$ cat config.mk
export PLATFORM = sky130hd
export DESIGN_NAME = addr_sequencer
export DESIGN_NICKNAME = d
export VERILOG_FILES = /design/src/rtl/addr_sequencer_pkg.sv /design/src/rtl/addr_sequencer_decoder.sv /design/src/rtl/addr_sequencer.sv
export SDC_FILE = /design/constraint.sdc
export NUM_CORES = 1
export LEC_CHECK = 0
export BUFFER_PORTS_ARGS = -buffer_cell sky130_fd_sc_hd__buf_2
export CORE_MARGIN = 2
export CORE_UTILIZATION = 55
export DETAILED_ROUTE_END_ITERATION = 16
export GPL_ROUTABILITY_DRIVEN = 0
export PLACE_DENSITY = 0.81
export SKIP_CTS_REPAIR_TIMING = 1
export SYNTH_ARGS = -nofsm -noshare
export SYNTH_HDL_FRONTEND = slang
export SYNTH_SLANG_ARGS = --single-unit
$ cat constraint.sdc
create_clock -name Clock -period 3.7 [get_ports Clock]
set_input_delay 0.185 -clock Clock [delete_from_list [all_inputs] [get_ports Clock]]
set_output_delay 0.185 -clock Clock [all_outputs]
set_load 0.05 [all_outputs]
$ cat src/rtl/addr_sequencer_pkg.sv
// ---------------------------------------------------------------------------
// addr_seq_pkg
// Shared encodings for the address sequencer slice.
//   mode_t  : run-mode encodings, matching the 2-bit Mode input
//   state_t : sequencer FSM state (RUN / STOP)
// ---------------------------------------------------------------------------
package addr_seq_pkg;

  // Run modes as presented on the Mode input.
  typedef enum logic [1:0] {
    MODE_UP_WRAP   = 2'b00,
    MODE_DOWN_WRAP = 2'b01,
    MODE_PING_PONG = 2'b10,
    MODE_ONE_SHOT  = 2'b11
  } mode_t;

  // RUN allows advancing; STOP is entered when a ONE_SHOT run completes
  // and is left only through Load or reset.
  typedef enum logic {
    ST_RUN  = 1'b0,
    ST_STOP = 1'b1
  } state_t;

  // Direction flag values.
  localparam logic DIR_UP   = 1'b0;
  localparam logic DIR_DOWN = 1'b1;

  // Widest supported address; the select bus is 2**ADDR_W bits wide.
  localparam int ADDR_W_MAX = 8;

endpackage : addr_seq_pkg

$ cat src/rtl/addr_sequencer_decoder.sv
// ---------------------------------------------------------------------------
// addr_decoder
// Purely combinational one-hot decoder from a binary address.
//   Address in  [ADDR_W-1:0]       binary address
//   Select  out [2**ADDR_W-1:0]    Select[i] = 1 iff Address == i
// Exactly one Select bit is high for any defined Address.
// ---------------------------------------------------------------------------
module addr_decoder
  import addr_seq_pkg::*;
#(
  parameter int ADDR_W = 2
) (
  input  logic [ADDR_W-1:0]         Address,
  output logic [(1<<ADDR_W)-1:0]    Select
);

  localparam int SEL_W = 1 << ADDR_W;

  for (genvar gi = 0; gi < SEL_W; gi++) begin : g_sel
    assign Select[gi] = (Address == ADDR_W'(gi));
  end

endmodule : addr_decoder

$ cat src/rtl/addr_sequencer.sv
// ---------------------------------------------------------------------------
// addr_sequencer
// Address generator that steps once per enabled clock in one of four run
// modes (up-wrap, down-wrap, ping-pong, one-shot) within 0..Limit, with a
// synchronous clamped load and a one-hot decoded select bus.
//
// Ports
//   Clock     in   rising-edge clock
//   Reset     in   asynchronous active-low reset
//   W         in   wait; advance only when W==0
//   Mode      in   [1:0] run mode (see addr_seq_pkg::mode_t)
//   Limit     in   [ADDR_W-1:0] inclusive upper bound of the range
//   Load      in   load strobe; beats advance and ignores W
//   LoadValue in   [ADDR_W-1:0] value loaded (clamped to Limit)
//   Address   out  [ADDR_W-1:0] current address (registered)
//   Select    out  [2**ADDR_W-1:0] one-hot decode of Address
//   Dir       out  direction, 0 up / 1 down (registered)
//   Wrap      out  one-cycle pulse after a wrap or turnaround step
//   Done      out  sticky ONE_SHOT completion flag
// ---------------------------------------------------------------------------
module addr_sequencer
  import addr_seq_pkg::*;
#(
  parameter int ADDR_W = 2
) (
  input  logic                      Clock,
  input  logic                      Reset,
  input  logic                      W,
  input  logic [1:0]                Mode,
  input  logic [ADDR_W-1:0]         Limit,
  input  logic                      Load,
  input  logic [ADDR_W-1:0]         LoadValue,
  output logic [ADDR_W-1:0]         Address,
  output logic [(1<<ADDR_W)-1:0]    Select,
  output logic                      Dir,
  output logic                      Wrap,
  output logic                      Done
);

  // -------------------------------------------------------------------------
  // State registers and their next values
  // -------------------------------------------------------------------------
  logic [ADDR_W-1:0] addr_reg,  addr_next;
  logic              dir_reg,   dir_next;
  logic              wrap_reg,  wrap_next;
  logic              done_reg,  done_next;
  state_t            state_reg, state_next;

  mode_t             mode_s;

  // Precomputed ADDR_W-bit arithmetic shared by the mode rules.
  logic [ADDR_W-1:0] addr_inc;
  logic [ADDR_W-1:0] addr_dec;
  logic [ADDR_W-1:0] load_clamped;
  logic [ADDR_W-1:0] pp_top_turn;   // address after turning down at the top
  logic [ADDR_W-1:0] pp_bot_turn;   // address after turning up at zero
  logic              limit_is_zero;

  assign mode_s        = mode_t'(Mode);
  assign addr_inc      = addr_reg + ADDR_W'(1);
  assign addr_dec      = addr_reg - ADDR_W'(1);
  assign load_clamped  = (LoadValue > Limit) ? Limit : LoadValue;
  assign limit_is_zero = (Limit == '0);

  // With a zero-width range the ping-pong turnaround collapses onto 0.
  assign pp_top_turn   = limit_is_zero ? '0 : (Limit - ADDR_W'(1));
  assign pp_bot_turn   = limit_is_zero ? '0 : ADDR_W'(1);

  // -------------------------------------------------------------------------
  // Next-state / next-address logic
  // Priority: Load > advance (W==0, RUN) > hold. Wrap is a single-cycle
  // pulse, so it defaults low every edge.
  // -------------------------------------------------------------------------
  always_comb begin
    addr_next  = addr_reg;
    dir_next   = dir_reg;
    wrap_next  = 1'b0;
    done_next  = done_reg;
    state_next = state_reg;

    if (Load) begin
      addr_next  = load_clamped;
      dir_next   = (mode_s == MODE_DOWN_WRAP) ? DIR_DOWN : DIR_UP;
      done_next  = 1'b0;
      state_next = ST_RUN;
    end else if (!W && (state_reg == ST_RUN)) begin
      unique case (mode_s)
        MODE_UP_WRAP: begin
          // >= rather than == so an address left above a lowered Limit
          // wraps straight back to 0.
          if (addr_reg >= Limit) begin
            addr_next = '0;
            wrap_next = 1'b1;
          end else begin
            addr_next = addr_inc;
          end
        end

        MODE_DOWN_WRAP: begin
          if (addr_reg == '0) begin
            addr_next = Limit;
            wrap_next = 1'b1;
          end else if (addr_reg > Limit) begin
            // Out of range after a Limit change: re-enter at the top
            // without reporting a wrap.
            addr_next = Limit;
          end else begin
            addr_next = addr_dec;
          end
        end

        MODE_PING_PONG: begin
          if (dir_reg == DIR_UP) begin
            if (addr_reg >= Limit) begin
              dir_next  = DIR_DOWN;
              addr_next = pp_top_turn;
              wrap_next = 1'b1;
            end else begin
              addr_next = addr_inc;
            end
          end else begin
            if (addr_reg == '0) begin
              dir_next  = DIR_UP;
              addr_next = pp_bot_turn;
              wrap_next = 1'b1;
            end else begin
              addr_next = addr_dec;
            end
          end
        end

        MODE_ONE_SHOT: begin
          // The addr_reg >= Limit term covers the case where addr_inc has
          // wrapped past the top of the ADDR_W range.
          if ((addr_inc >= Limit) || (addr_reg >= Limit)) begin
            addr_next  = Limit;
            done_next  = 1'b1;
            state_next = ST_STOP;
          end else begin
            addr_next = addr_inc;
          end
        end

        default: begin
          addr_next = addr_reg;
        end
      endcase
    end
  end

  // -------------------------------------------------------------------------
  // Registers
  // -------------------------------------------------------------------------
  always_ff @(posedge Clock or negedge Reset) begin
    if (!Reset) begin
      addr_reg  <= '0;
      dir_reg   <= DIR_UP;
      wrap_reg  <= 1'b0;
      done_reg  <= 1'b0;
      state_reg <= ST_RUN;
    end else begin
      addr_reg  <= addr_next;
      dir_reg   <= dir_next;
      wrap_reg  <= wrap_next;
      done_reg  <= done_next;
      state_reg <= state_next;
    end
  end

  assign Address = addr_reg;
  assign Dir     = dir_reg;
  assign Wrap    = wrap_reg;
  assign Done    = done_reg;

  // -------------------------------------------------------------------------
  // One-hot select, decoded straight from the address register so it is
  // valid during reset as well.
  // -------------------------------------------------------------------------
  addr_decoder #(
    .ADDR_W (ADDR_W)
  ) u_decoder (
    .Address (addr_reg),
    .Select  (Select)
  );

endmodule : addr_sequencer

==> results by group <==
Run status
  • Status: completed

Placement
  • Detail Placement HPWL: 1.407 mm
  • Post-place instance area: 833.3 µm²
  • I/O Buffers: 18

CTS
  • Worst-Skew Late Latency: 240 ps
  • Root Driver: clkbuf_4
  • Clock-pin slew on the worst setup and hold paths: 50 ps
  • Clk buf depth: 2
  • Clock sinks: 5
  • Num CTS Buffers: 3
  • H-tree depth: 1
  • CTS tree: built

Floorplanning
  • Die X: 40.73 µm
  • Die area: 0.001659 mm²
  • Core area: 0.001285 mm²
  • Die Y-Extent: 40.73 µm
  • Starting density of the core: 57.74%
  • Standard-cell rows: 13
  • I/O pins: 19

GRT
  • Vias in the first global route: 622
  • Gr usage total: 25.53%
  • Met1 usage: 29.45%
  • Overflow after GRT: 0
  • Met3 Resource Use GR: 10.87%
  • Initial antenna violation count: 0
  • Pin count of the biggest net entering global routing: 13
  • Grt peak-use layer: met2
  • M2 GR Usage: 44.84%
  • First-pass GRT wire length: 2.691 mm

Worst setup path
  • RR Startpoint: Address[0]
  • Crit path kind: reg2reg
  • Worst R2R Setup Slack: 980 ps
  • Worst Setup End Kind: register
  • Number of cells on the worst reg-to-reg path: 8
  • Worst path arrival time: 2840 ps
  • Worst R2R End: Address[1]
  • Worst setup path startpoint: Address[0]
  • Largest fanout on the critical path: 11
  • WP data required: 3820 ps
  • Crit start category: register

Layout
  • Largest register FFs: 2
  • Antenna cells: 0
  • Nets: 128
  • Share of post-route cells with drive strength above 1: 26.67%
  • Finished Cell Area: 869.6 µm²
  • Syn-to-layout area delta: 17.20%
  • Fill cells: 119

Route
  • Via count: 730
  • Final ANT Viol Nets: 0
  • TritonRoute pass-1 iters: 4
  • Routed wire length per instance: 14.74 µm
  • Routed vias/inst: 6.083
  • Initial DRC Count: 22
  • DRC Markers: 0
  • Routed WL: 1.769 mm

STA
  • Max Clk Rate: 0.3675 GHz
  • Max-slew violations: 0
  • Fin crit share: 73.54%
  • Sum of negative setup slack: 0 ps
  • Final Hold Fails: 0
  • Clock Skew: 1.703 ps
  • Post-route minimum period: 2721 ps
  • Worst slew pin tran: 393.3 ps
  • Unrepaired setup endpoints after global routing: false
  • Max_slew headroom: 73.55%
  • Setup-failing EPs final: 0

Flow run
  • Max cap viols: 0

Power and ir drop
  • Clock share of power: 16.3%
  • Sw Share: 50.06%
  • Psw: 199.4 µW
  • Tot Pwr: 398.4 µW
  • Max VDD drop: 0.0002082 V
  • Comb power frac: 63.9%
  • Leak: 0.4367 nW
  • Seq pwr share: 19.9%
  • Pwr dens: 458.1 mW/mm²
  • Cell internal pwr: 199.0 µW

Synth
  • Synth area leader: ha_1
  • Mapped Area: 742.0 µm²
  • Area share of the largest cell type after synthesis: 20.24%
  • Synth Register Bits: 5
  • Area contributors post-synth: ha_1 (20%), dfrtp_1 (17%), mux2i_1 (6.7%)
  • Post-synthesis cell count: 86
  • Synth unique cells: 38
  • Average cell area after synthesis: 8.627 µm²
  • Net Count, Synth: 108
  • EDFF count, synth: 0
  • Sequential share of the synthesized area: 16.86%
  • Most used flip-flop cell after synthesis: dfrtp_1
  • Ys async rst share: 100.0%
  • Synth cell count leaders: ha_1 (12), nand2_1 (7), inv_1 (6), nor2_1 (6)
  • Top-count cell post-synth: ha_1
  • Yosys Warn Count: 0

Min path
  • Min-delay src: Load
  • Hold path cells: 2
  • Hold Crit Class: in2reg
  • Worst Hold End: state_reg
-- per-stage QoR --
stage / util [%] / worst slack (ps) / cells / hold WS (ps)
floorplan: - / 854.3 / 86 / -110.6
global route: 67.67 / 815.9 / 120 / 219.9
detailed placement: 64.85 / 1008 / 115 / 10.17
CTS: 66.89 / 1007 / 119 / -258.4
finish: 67.67 / 979.0 / 120 / 230.5
global placement: 64.85 / 1107 / 115 / 8.860
-- cells in the final DEF, fill, tap and decap left out, types with 2 or more instances in the layout --
cell type and n:
a2bb2oi_1 2, nor2b_1 2, dfrtp_1 5, nor3_1 2, buf_2 18, nand3_1 3
ha_1 12, a31oi_1 2, inv_1 6, nand2_1 7, o21ai_0 5, clkbuf_4 3
mux2i_1 5, o31ai_1 2, nor2_1 6
-- per-layer routing --
| layer | wire (µm) | part of all wire, % |
|---|---|---|
| met5 | 0 | 0 |
| met4 | 1 | 0.057 |
| met3 | 145 | 8.2 |
| met2 | 901 | 51 |
| met1 | 721 | 41 |
-- worst max path at each step --
stage / to / cells past startpoint
after floorplan: Address[1] / 8
after global placement: Address[1] / 8
after detailed placement: Address[1] / 8
after CTS: Address[1] / 8
after global routing: Address[1] / 8
final: Address[1] / 8
-- cells by family (layout without fill, tap and decap cells) --
family / Yosys count / count (layout) / share of synthesized area (%)
flops: 5 / 5 / 16.86
simple gates: 26 / 26 / 18.21
mux: 7 / 7 / 10.29
fa+ha+maj: 12 / 12 / 20.24
compound gates: 26 / 26 / 29.01
buf+inv: 10 / 29 / 5.397
-- worst max-delay path: stages, from the launching register on --
cell and delay [ps]:
dfrtp_1 550, inv_1 160, ha_1 370, ha_1 280
a21boi_0 160, a2111oi_4 460, mux2_4 340, a211oi_2 180
o31ai_1 90
-- layout make-up --
cell class / instances / area, µm² / share of cell area [%]
Inverter: 6 / 22.52 / 2.590
Sequential cell: 5 / 125.1 / 14.39
Timing Repair Buffer: 19 / 100.1 / 11.51
Tap cell: 15 / 18.77 / 2.158
Multi-Input combinational cell: 71 / 576.8 / 66.33
Clock buffer: 4 / 26.28 / 3.022
-- power by group through the flow --
stage	registers (mW)	clock network (mW)	logic, mW
after CTS	0.0793	0.0678	0.252
final	0.0792	0.0648	0.254
after global routing	0.0816	0.0736	0.276
after detailed placement	0.0802	0	0.252
after global placement	0.0792	0	0.244
after floorplan	0.101	0	0.181
No activity file was read; power rests on OpenSTA's default activity.
